### src/rtl/apb_arb_pkg.sv
// apb_arb_pkg: shared types for the APB master arbiter.
// Holds the FSM state encoding and the wait counter width.
package apb_arb_pkg;

    typedef enum logic [1:0] {
        ST_IDLE   = 2'd0,
        ST_SETUP  = 2'd1,
        ST_ACCESS = 2'd2
    } arb_state_e;

    localparam int unsigned WAIT_CNT_W = 16;

endpackage

### src/rtl/apb_master_arbiter_rr.sv
// apb_arb_rr: combinational round-robin selector.
// The search starts one past the last grant and wraps.
module apb_arb_rr
    import apb_arb_pkg::*;
#(
    parameter int unsigned NUM_REQ = 2,
    parameter int unsigned IDX_W   = $clog2(NUM_REQ)
) (
    input  logic [NUM_REQ-1:0] i_req,
    input  logic [IDX_W-1:0]   i_last,
    output logic [NUM_REQ-1:0] o_gnt,
    output logic [IDX_W-1:0]   o_idx,
    output logic               o_any
);

    logic [IDX_W-1:0] w_cand [NUM_REQ];
    logic             w_found;

    // Candidate order: last+1, last+2, ... modulo NUM_REQ
    always_comb begin
        for (int i = 0; i < int'(NUM_REQ); i++) begin
            w_cand[i] = IDX_W'((int'(i_last) + i + 1) % int'(NUM_REQ));
        end
    end

    // First requesting candidate wins
    always_comb begin
        o_gnt   = '0;
        o_idx   = '0;
        w_found = 1'b0;
        for (int i = 0; i < int'(NUM_REQ); i++) begin
            if (!w_found && i_req[w_cand[i]]) begin
                w_found          = 1'b1;
                o_gnt[w_cand[i]] = 1'b1;
                o_idx            = w_cand[i];
            end
        end
    end

    assign o_any = |i_req;

endmodule

### src/rtl/apb_master_arbiter.sv
// apb_master_arbiter: N requesters sharing one APB master port.
// Round-robin grant, registered APB outputs, access timeout.
module apb_master_arbiter
    import apb_arb_pkg::*;
#(
    parameter int unsigned           APB_ADDR_WIDTH = 32,
    parameter int unsigned           APB_DATA_WIDTH = 32,
    parameter int unsigned           NUM_REQ        = 2,
    parameter logic [WAIT_CNT_W-1:0] TIMEOUT_CYCLES = 16'd256
) (
    input  logic                              apb_pclk_i,
    input  logic                              apb_preset_ni,
    input  logic [NUM_REQ-1:0]                req_valid_i,
    input  logic [NUM_REQ*APB_ADDR_WIDTH-1:0] req_addr_i,
    input  logic [NUM_REQ-1:0]                req_write_i,
    input  logic [NUM_REQ*APB_DATA_WIDTH-1:0] req_wdata_i,
    output logic [NUM_REQ-1:0]                req_ready_o,
    output logic [NUM_REQ-1:0]                rsp_valid_o,
    output logic [APB_DATA_WIDTH-1:0]         rsp_rdata_o,
    output logic                              rsp_err_o,
    output logic                              apb_psel_o,
    output logic                              apb_penable_o,
    output logic                              apb_pwrite_o,
    output logic [APB_ADDR_WIDTH-1:0]         apb_paddr_o,
    output logic [APB_DATA_WIDTH-1:0]         apb_pwdata_o,
    input  logic [APB_DATA_WIDTH-1:0]         apb_prdata_i,
    input  logic                              apb_pready_i
);

    localparam int unsigned IDX_W = $clog2(NUM_REQ);

    arb_state_e                r_state;
    arb_state_e                w_state_nxt;
    logic [IDX_W-1:0]          r_last_grant;
    logic [NUM_REQ-1:0]        r_gnt_oh;
    logic [WAIT_CNT_W-1:0]     r_wait_cnt;

    logic                      r_psel;
    logic                      r_penable;
    logic                      r_pwrite;
    logic [APB_ADDR_WIDTH-1:0] r_paddr;
    logic [APB_DATA_WIDTH-1:0] r_pwdata;

    logic [NUM_REQ-1:0]        r_rsp_valid;
    logic [APB_DATA_WIDTH-1:0] r_rsp_rdata;
    logic                      r_rsp_err;

    logic [NUM_REQ-1:0]        w_gnt_oh;
    logic [IDX_W-1:0]          w_gnt_idx;
    logic                      w_any;
    logic                      w_accept;
    logic                      w_done;
    logic                      w_timeout;
    logic [NUM_REQ-1:0]        w_req_ready;
    logic                      w_psel_nxt;
    logic                      w_penable_nxt;

    logic [APB_ADDR_WIDTH-1:0] w_addr_arr  [NUM_REQ];
    logic [APB_DATA_WIDTH-1:0] w_wdata_arr [NUM_REQ];

    for (genvar k = 0; k < NUM_REQ; k++) begin : g_slice
        assign w_addr_arr[k]  = req_addr_i[k*APB_ADDR_WIDTH +: APB_ADDR_WIDTH];
        assign w_wdata_arr[k] = req_wdata_i[k*APB_DATA_WIDTH +: APB_DATA_WIDTH];
    end

    apb_arb_rr #(
        .NUM_REQ (NUM_REQ),
        .IDX_W   (IDX_W)
    ) u_rr (
        .i_req  (req_valid_i),
        .i_last (r_last_grant),
        .o_gnt  (w_gnt_oh),
        .o_idx  (w_gnt_idx),
        .o_any  (w_any)
    );

    assign w_accept  = (r_state == ST_IDLE) && w_any;
    assign w_done    = (r_state == ST_ACCESS) && apb_pready_i;
    // A pready in the threshold cycle wins over the timeout
    assign w_timeout = (r_state == ST_ACCESS) && !apb_pready_i
                    && (TIMEOUT_CYCLES != '0)
                    && (r_wait_cnt == TIMEOUT_CYCLES - 1'b1);

    // State register
    always_ff @(posedge apb_pclk_i or negedge apb_preset_ni) begin
        if (!apb_preset_ni) begin
            r_state <= ST_IDLE;
        end else begin
            r_state <= w_state_nxt;
        end
    end

    // Next-state logic
    always_comb begin
        w_state_nxt = r_state;
        unique case (r_state)
            ST_IDLE:   if (w_any) w_state_nxt = ST_SETUP;
            ST_SETUP:  w_state_nxt = ST_ACCESS;
            ST_ACCESS: if (w_done || w_timeout) w_state_nxt = ST_IDLE;
            default:   w_state_nxt = ST_IDLE;
        endcase
    end

    // Grant strobe and next APB control levels
    always_comb begin
        w_req_ready   = '0;
        w_psel_nxt    = 1'b0;
        w_penable_nxt = 1'b0;
        if (r_state == ST_IDLE && apb_preset_ni) begin
            w_req_ready = w_gnt_oh;
        end
        unique case (w_state_nxt)
            ST_SETUP: w_psel_nxt = 1'b1;
            ST_ACCESS: begin
                w_psel_nxt    = 1'b1;
                w_penable_nxt = 1'b1;
            end
            default: ;
        endcase
    end

    // Registered APB control so psel/penable come straight from flops
    always_ff @(posedge apb_pclk_i or negedge apb_preset_ni) begin
        if (!apb_preset_ni) begin
            r_psel    <= 1'b0;
            r_penable <= 1'b0;
        end else begin
            r_psel    <= w_psel_nxt;
            r_penable <= w_penable_nxt;
        end
    end

    // Payload and grant capture; only touched on acceptance
    always_ff @(posedge apb_pclk_i or negedge apb_preset_ni) begin
        if (!apb_preset_ni) begin
            r_paddr      <= '0;
            r_pwrite     <= 1'b0;
            r_pwdata     <= '0;
            r_gnt_oh     <= '0;
            r_last_grant <= IDX_W'(NUM_REQ - 1);
        end else if (w_accept) begin
            r_paddr      <= w_addr_arr[w_gnt_idx];
            r_pwrite     <= req_write_i[w_gnt_idx];
            r_pwdata     <= w_wdata_arr[w_gnt_idx];
            r_gnt_oh     <= w_gnt_oh;
            r_last_grant <= w_gnt_idx;
        end
    end

    // Access wait counter: cleared in SETUP, counts stalled ACCESS cycles
    always_ff @(posedge apb_pclk_i or negedge apb_preset_ni) begin
        if (!apb_preset_ni) begin
            r_wait_cnt <= '0;
        end else if (r_state == ST_SETUP) begin
            r_wait_cnt <= '0;
        end else if (r_state == ST_ACCESS && !apb_pready_i) begin
            r_wait_cnt <= r_wait_cnt + 1'b1;
        end
    end

    // Completion pulse with read data or timeout error
    always_ff @(posedge apb_pclk_i or negedge apb_preset_ni) begin
        if (!apb_preset_ni) begin
            r_rsp_valid <= '0;
            r_rsp_rdata <= '0;
            r_rsp_err   <= 1'b0;
        end else begin
            r_rsp_valid <= '0;
            if (w_done) begin
                r_rsp_valid <= r_gnt_oh;
                r_rsp_rdata <= r_pwrite ? '0 : apb_prdata_i;
                r_rsp_err   <= 1'b0;
            end else if (w_timeout) begin
                r_rsp_valid <= r_gnt_oh;
                r_rsp_rdata <= '0;
                r_rsp_err   <= 1'b1;
            end
        end
    end

    assign req_ready_o   = w_req_ready;
    assign rsp_valid_o   = r_rsp_valid;
    assign rsp_rdata_o   = r_rsp_rdata;
    assign rsp_err_o     = r_rsp_err;
    assign apb_psel_o    = r_psel;
    assign apb_penable_o = r_penable;
    assign apb_pwrite_o  = r_pwrite;
    assign apb_paddr_o   = r_paddr;
    assign apb_pwdata_o  = r_pwdata;

endmodule

### config.mk
export PLATFORM = sky130hd
export DESIGN_NAME = apb_master_arbiter
export DESIGN_NICKNAME = d
export VERILOG_FILES = /design/src/rtl/apb_arb_pkg.sv /design/src/rtl/apb_master_arbiter_rr.sv /design/src/rtl/apb_master_arbiter.sv
export SDC_FILE = /design/constraint.sdc
export NUM_CORES = 1
export LEC_CHECK = 0
export ABC_AREA = 1
export CORE_MARGIN = 2
export CORE_UTILIZATION = 35
export CTS_CLUSTER_SIZE = 12
export DETAILED_ROUTE_END_ITERATION = 10
export GPL_ROUTABILITY_DRIVEN = 0
export PLACE_DENSITY_LB_ADDON = 0.08
export SYNTH_ARGS = -nofsm -noshare
export SYNTH_HDL_FRONTEND = slang
export SYNTH_SLANG_ARGS = --single-unit
### constraint.sdc
create_clock -name apb_pclk_i -period 2.3 [get_ports apb_pclk_i]
set_clock_uncertainty 0.2 [all_clocks]
set_input_delay 0.69 -clock apb_pclk_i [delete_from_list [all_inputs] [get_ports apb_pclk_i]]
set_output_delay 0.69 -clock apb_pclk_i [all_outputs]
set_load 0.01 [all_outputs]
---- Yosys cells after proc, flatten, opt, wreduce, memory -nomap -nowiden ----
Cells that the tools add are included.
operators by class
  add/sub/neg operators ................... 3
  $mul .................................... 0
  divide/modulo/power cells ............... 0
  $lt $le $gt $ge ......................... 6
  eq/ne operators ......................... 5
  shift operators ......................... 0
  muxes and demuxes ....................... 36
  bitwise gates (word level) .............. 2
  reductions and logical operators ........ 16
operator list
  cell                   number
  $mux 32                9
  $mux 16                2
  $add 16x1->16 const B  1
  $eq 16x8->1 const B    1
  $mux 1                 15
  $mux 2                 7
  $logic_and 1x1->1      8
  $lt 1x2->1 const B     3
  $pmux 2 s3             1
  $eq 2x1->1 const B     2
  $eq 2x2->1 const B     2
  $reduce_bool 2->1      2
  $reduce_or 2->1        2
  $add 1x1->1 const B    2
  $demux 1 s1            2
  $ge 1x1->1 const B     2
  $ge 2x2->1 const B     1
  $logic_not 1->1        2
  $logic_not 2->1        1
  $not 1->2              1
  $or 2x2->2             1
  $logic_or 1x1->1       1
storage, ports and cells
  bits in registers ....................... 123
  latch bits .............................. 0
  memory bits (writable) .................. 0
  bits in read-only memories .............. 0
  output and inout port bits .............. 104
  logic and storage cells ................. 80
  memories kept ........................... 0

---- Depth between registers and ports, before layout ----
  word-level depth ........................ 11
  mapped depth ............................ 10
  mapped depth without buffers ............ 10

---- Hierarchy ----
Synthesis repeated with hierarchy kept, for this count alone.
unflattened totals
  cell total of the unflattened synthesis .. 676
  area total of the unflattened synthesis .. 5602.9 um^2
by module, submodules not included
  module              instances  cells an instance  area an instance (um^2)
  apb_master_arbiter  1          669                5571.6
  apb_arb_rr          1          7                  31.3

---- Least setup slack after synthesis ----
Ideal clock, no wire load.
  path type ............................... input port to output port
  start point ............................. input port req_valid_i[0]
  end point ............................... output port req_ready_o[1]
  arrival time ............................ 1.478 ns
  data required time ...................... 1.410 ns
  path slack .............................. -0.068 ns
  cell stages on the path ................. 7
  buffers on the path ..................... 2
  path through ............................ inv_1 -> o21ai_1 -> inv_1 -> buf_2 -> buf_2 -> nand2_1 -> nor2_1
between the ends
  longest elaborated chain between the ends .. 7
ends and longest elaborated chain
  item                                        RTL line                     text
  start: declaration                          apb_master_arbiter.sv:13     input logic [NUM_REQ-1:0] req_valid_i,
  $mux 1 (implied by the code) (2 in series)  apb_master_arbiter_rr.sv:32  if (!w_found && i_req[w_cand[i]]) begin
  $mux 1                                      apb_master_arbiter_rr.sv:32
  $logic_not 1->1                             apb_master_arbiter_rr.sv:32
  $logic_and 1x1->1                           apb_master_arbiter_rr.sv:32
  $mux 2 *                                    apb_master_arbiter_rr.sv:32
  $mux 2 *                                    apb_master_arbiter.sv:109    if (r_state == ST_IDLE && apb_preset_ni) begin
  end: declaration                            apb_master_arbiter.sv:17     output logic [NUM_REQ-1:0] req_ready_o,
Every way passes the cells marked *; elsewhere a longest branch is shown, timed or not. The select of a mux whose other input is x is not followed.

---- Worst setup path in the final report ----
  start point ............................. input port req_valid_i[1]
  end point ............................... output port req_ready_o[0]
Same word-level chain as after synthesis.

==> summary.txt <==
Timing
  – Top achievable clock speed: 426.5 MHz
  – Slew headroom: 52.49%
  – Min cycle time layout: 2.345 ns
  – Setup ws final: -0.04461 ns
  – Final sum of negative setup slack: -0.06663 ns
  – RSZ-0062 raised after global routing: true
  – Final number of max-transition violations: 0
  – Tightest Pin Transition: 0.7126 ns
  – Hold Violations, Final: 0
  – Part of the cycle the worst path needs: 101.9%
  – Final Setup Violations: 2

Finish
  – Layout Cell Area excl Fill: 0.009285 mm²
  – Number of non-filler instances in the completed layout: 1189
  – Share of final-layout standard cells stronger than drive strength 1: 10.29%
  – Layout Area Growth over Synthesis: 67.22%
  – Register area: 0.003079 mm²
  – Multi-input logic area: 0.002168 mm²
  – Nets: 1129
  – Filler Cells Inserted: 1382

Drt
  – Total number of vias: 5652
  – DRC viols: 0
  – Total detailed-routing wirelength: 18360 µm
  – Wire per inst: 15.44 µm
  – Iter 0 DRT Violations: 237
  – Per-cell via count in the routed design: 4.754
  – First-pass DRT Iterations: 4
  – Final ANT Viol Nets: 0

Critical path
  – Crit Path Max Fanout: 4
  – Cells traversed along the worst timing path: buf_4 -> nor2_4 -> nor3_4 -> nand3_2 -> nor2_2 -> buf_2
  – Worst path slowest cell: sky130_fd_sc_hd__nor3_4
  – Count of cells along the worst register-to-register path: 12
  – Worst R2R Setup Slack: 0.07 ns
  – Capturing element type of the critical path: primary output
  – CP Launch Type: primary input
  – Critical Path Max Stage Delay: 0.27 ns
  – Crit Path Category: in2out
  – Worst R2R End: r_gnt_oh[0]
  – Data required time at the worst endpoint: 1.41 ns
  – Critical path data arrival time: 1.45 ns
  – Dominant delay contributor by cell family on the critical path: simple AND/OR/NAND/NOR gates
  – Critical register-to-register path startpoint: r_state[0]
  – Number of buffers and inverters on the critical path: 2

Synthesis
  – Number of distinct standard cells referenced by the synthesized netlist: 26
  – Syn Std Cell Area: 0.005553 mm²
  – Synthesis warning total: 0
  – Part of the Yosys area used for sequential elements: 55.45%
  – Post-synthesis cell count: 670
  – Avg Synthesized Cell Area: 8.288 µm²
  – Synth Register Bits: 123
  – Synthesized Nets: 839
  – Ranking of synthesized cells by area: sky130_fd_sc_hd__dfrtp_1 (55%), sky130_fd_sc_hd__nand2_1 (12%), sky130_fd_sc_hd__o21ai_0 (7.0%)
  – Share of Yosys cell area claimed by the top area cell type: 54.98%
  – Yosys top cell by area: sky130_fd_sc_hd__dfrtp_1

Floorplanning
  – Total Die Area: 0.01689 mm²
  – Number of top-level design ports: 271
  – Die span in y: 130.0 µm
  – Die width: 130.0 µm
  – FP Rows: 46
  – Std-Cell Core Area: 0.01571 mm²
  – Effective utilization at floorplan: 35.34%

Placement
  – IO Port Bufs: 270
  – Placed Instances: 1145
  – Half-perimeter wire length of the detailed placement result: 13250 µm
  – Post-placement cell area: 0.008557 mm²

Clock tree
  – Maximum number of buffers from clock root to sink: 2
  – Num CTS Buffers: 17
  – Clock tree from TritonCTS: done
  – Post-CTS clock slew at the launch and capture registers of the worst setup and hold paths: 0.05 ns
  – Latest clock arrival within the worst-skew pair: 0.41 ns
  – Clk Tree Root Cell: sky130_fd_sc_hd__clkbuf_16
  – Depth of the CTS H-tree: 4
  – Number of sinks on the clock net: 123

Global route
  – GRT overflow: 0
  – Largest net degree at the start of global routing: 68
  – Number of antenna violations at the first check in global routing: 0
  – Vias in the first global route: 5696
  – Global-route usage over all layers: 22.57%
  – Global-route wire length before repair: 29330 µm

Outcome
  – Violations in the final reports: negative setup slack
  – Outcome: complete, but fails checks

Pwr
  – Leakage: 4.157 nW
  – Power per standard cell area: 1212 mW/mm²
  – IR drop worst, VDD: 0.5396 mV

Hold path
  – Classification of the worst-slack hold path: in2async

Flow run
  – Maxcap violations: 0
## synth_stat cells
cell type / number
sky130_fd_sc_hd__buf_2: 21
sky130_fd_sc_hd__nand3_4: 1
sky130_fd_sc_hd__a21oi_2: 2
sky130_fd_sc_hd__nand3_1: 46
sky130_fd_sc_hd__nor2_4: 2
sky130_fd_sc_hd__o21ai_0: 78
sky130_fd_sc_hd__inv_2: 5
sky130_fd_sc_hd__buf_6: 6
sky130_fd_sc_hd__clkbuf_2: 2
sky130_fd_sc_hd__inv_1: 26
sky130_fd_sc_hd__nor2_1: 87
sky130_fd_sc_hd__ha_1: 2
sky130_fd_sc_hd__o21ai_1: 65
sky130_fd_sc_hd__nor3_2: 1
sky130_fd_sc_hd__nand4_1: 4
sky130_fd_sc_hd__nor3_1: 2
sky130_fd_sc_hd__nor2_2: 2
sky130_fd_sc_hd__buf_4: 1
sky130_fd_sc_hd__a21oi_1: 5
sky130_fd_sc_hd__nand2_1: 177
sky130_fd_sc_hd__nand2_2: 1
sky130_fd_sc_hd__o22ai_1: 2
sky130_fd_sc_hd__dfrtp_1: 122
sky130_fd_sc_hd__clkbuf_1: 8
sky130_fd_sc_hd__dfstp_2: 1
sky130_fd_sc_hd__nor3_4: 1
## final cells by class
type,instances,area share [%]
timing repair buffer,309,32.54
sequential,123,33.16
inverter,31,1.253
clock buffer,26,5.916
tap,216,2.911
clock inverter,5,0.8355
multi-input combinational,478,23.35
antenna,1,0.02695
## worst reg2reg max path: stages, from the launching register on
cell                      delay [ns]
sky130_fd_sc_hd__dfrtp_1        0.41
sky130_fd_sc_hd__nor3_4         0.27
sky130_fd_sc_hd__nand3_2        0.13
sky130_fd_sc_hd__buf_6          0.14
sky130_fd_sc_hd__buf_4          0.12
sky130_fd_sc_hd__buf_4          0.12
sky130_fd_sc_hd__buf_4          0.12
sky130_fd_sc_hd__buf_4          0.12
sky130_fd_sc_hd__buf_4          0.12
sky130_fd_sc_hd__buf_4          0.12
sky130_fd_sc_hd__buf_4          0.12
sky130_fd_sc_hd__buf_4          0.12
sky130_fd_sc_hd__o21ai_1        0.06
## cell usage in the layout (no fill, tap or decap), types with 2 or more instances in the layout
cell type | Yosys | layout
sky130_fd_sc_hd__dlygate4sd2_1 | 0 | 2
sky130_fd_sc_hd__buf_2 | 21 | 2
sky130_fd_sc_hd__o22ai_1 | 2 | 2
sky130_fd_sc_hd__nand4_1 | 4 | 4
sky130_fd_sc_hd__bufinv_16 | 0 | 2
sky130_fd_sc_hd__inv_1 | 26 | 23
sky130_fd_sc_hd__dfrtp_1 | 122 | 122
sky130_fd_sc_hd__buf_12 | 0 | 3
sky130_fd_sc_hd__clkinv_2 | 0 | 2
sky130_fd_sc_hd__inv_2 | 5 | 8
sky130_fd_sc_hd__a21oi_1 | 5 | 5
sky130_fd_sc_hd__nand3_1 | 46 | 45
sky130_fd_sc_hd__nor2_2 | 2 | 4
sky130_fd_sc_hd__nand2_1 | 177 | 176
sky130_fd_sc_hd__dlymetal6s2s_1 | 0 | 2
sky130_fd_sc_hd__a21oi_2 | 2 | 2
sky130_fd_sc_hd__clkdlybuf4s50_1 | 0 | 261
sky130_fd_sc_hd__o21ai_0 | 78 | 77
sky130_fd_sc_hd__nand2_2 | 1 | 2
sky130_fd_sc_hd__clkbuf_8 | 0 | 9
sky130_fd_sc_hd__o21ai_1 | 65 | 65
sky130_fd_sc_hd__nor2_1 | 87 | 84
sky130_fd_sc_hd__buf_4 | 1 | 38
sky130_fd_sc_hd__clkbuf_16 | 0 | 17
sky130_fd_sc_hd__nor3_1 | 2 | 2
sky130_fd_sc_hd__nor2_4 | 2 | 3
sky130_fd_sc_hd__ha_1 | 2 | 2
## where the power goes
| group | switching (mW) | internal [mW] |
|---|---|---|
| Sequential | 0.512 | 3.10 |
| Clock | 0.933 | 1.85 |
| Combinational | 2.37 | 2.50 |
## per-layer routing
metal	wire, µm	share of wire (%)	vias up	GRT usage [%]
met5	0	0	-	0
met4	521	2.8	0	9.551
met3	1532	8.3	32	9.143
met2	9101	50	222	37.23
met1	7200	39	2636	26.09
li1	-	-	2762	-
## metrics by stage
step | hold WS [ns] | util, % | power (mW) | setup slack (ns)
4_1_cts | 0.1637 | 58.83 | 11.35 | -0.06891
2_1_floorplan | 0.1944 | - | 5.671 | 0.006174
5_1_grt | 0.1945 | 59.08 | 12.03 | -0.1361
3_3_place_gp | 0.2682 | 54.46 | 8.356 | -0.7306
3_5_place_dp | 0.2784 | 54.46 | 8.474 | -0.7740
6_report | 0.1543 | 59.09 | 11.25 | -0.04461
## logic make-up after synthesis
family / share of synthesized area (%)
AO/OA/AOI/OAI: 13.88
adder cells (fa/ha/maj): 0.4506
buffers and inverters: 6.061
flip-flops: 55.45
AND/OR/NAND/NOR: 24.16
## sequential cells by signal, summed over array words and instances, names as in the netlist
register / flops
r_gnt_oh: 2
apb_psel_o: 1
r_last_grant: 1
rsp_rdata_o: 32
r_wait_cnt: 16
r_state: 2
apb_penable_o: 1
rsp_err_o: 1
apb_pwdata_o: 32
apb_paddr_o: 32
rsp_valid_o: 2
apb_pwrite_o: 1
## how the worst max path moves through the flow
| stage | from | end | cells after the start |
|---|---|---|---|
| after global placement | req_valid_i[1] | req_ready_o[0] | 6 |
| after global routing | r_state[0] | req_ready_o[0] | 4 |
| final | req_valid_i[1] | req_ready_o[0] | 6 |
| after CTS | r_last_grant | req_ready_o[1] | 6 |
| after detailed placement | req_valid_i[0] | req_ready_o[0] | 6 |
| after floorplan | req_valid_i[0] | req_ready_o[1] | 7 |
## timing repair
item                       4_1_cts  5_1_grt
setup buffers                   11        3
setup endpoints to repair       70        9
resized for setup               22        9
pin swaps                        4        4
hold buffers                     0        0
(Power assumes the default switching activity.)
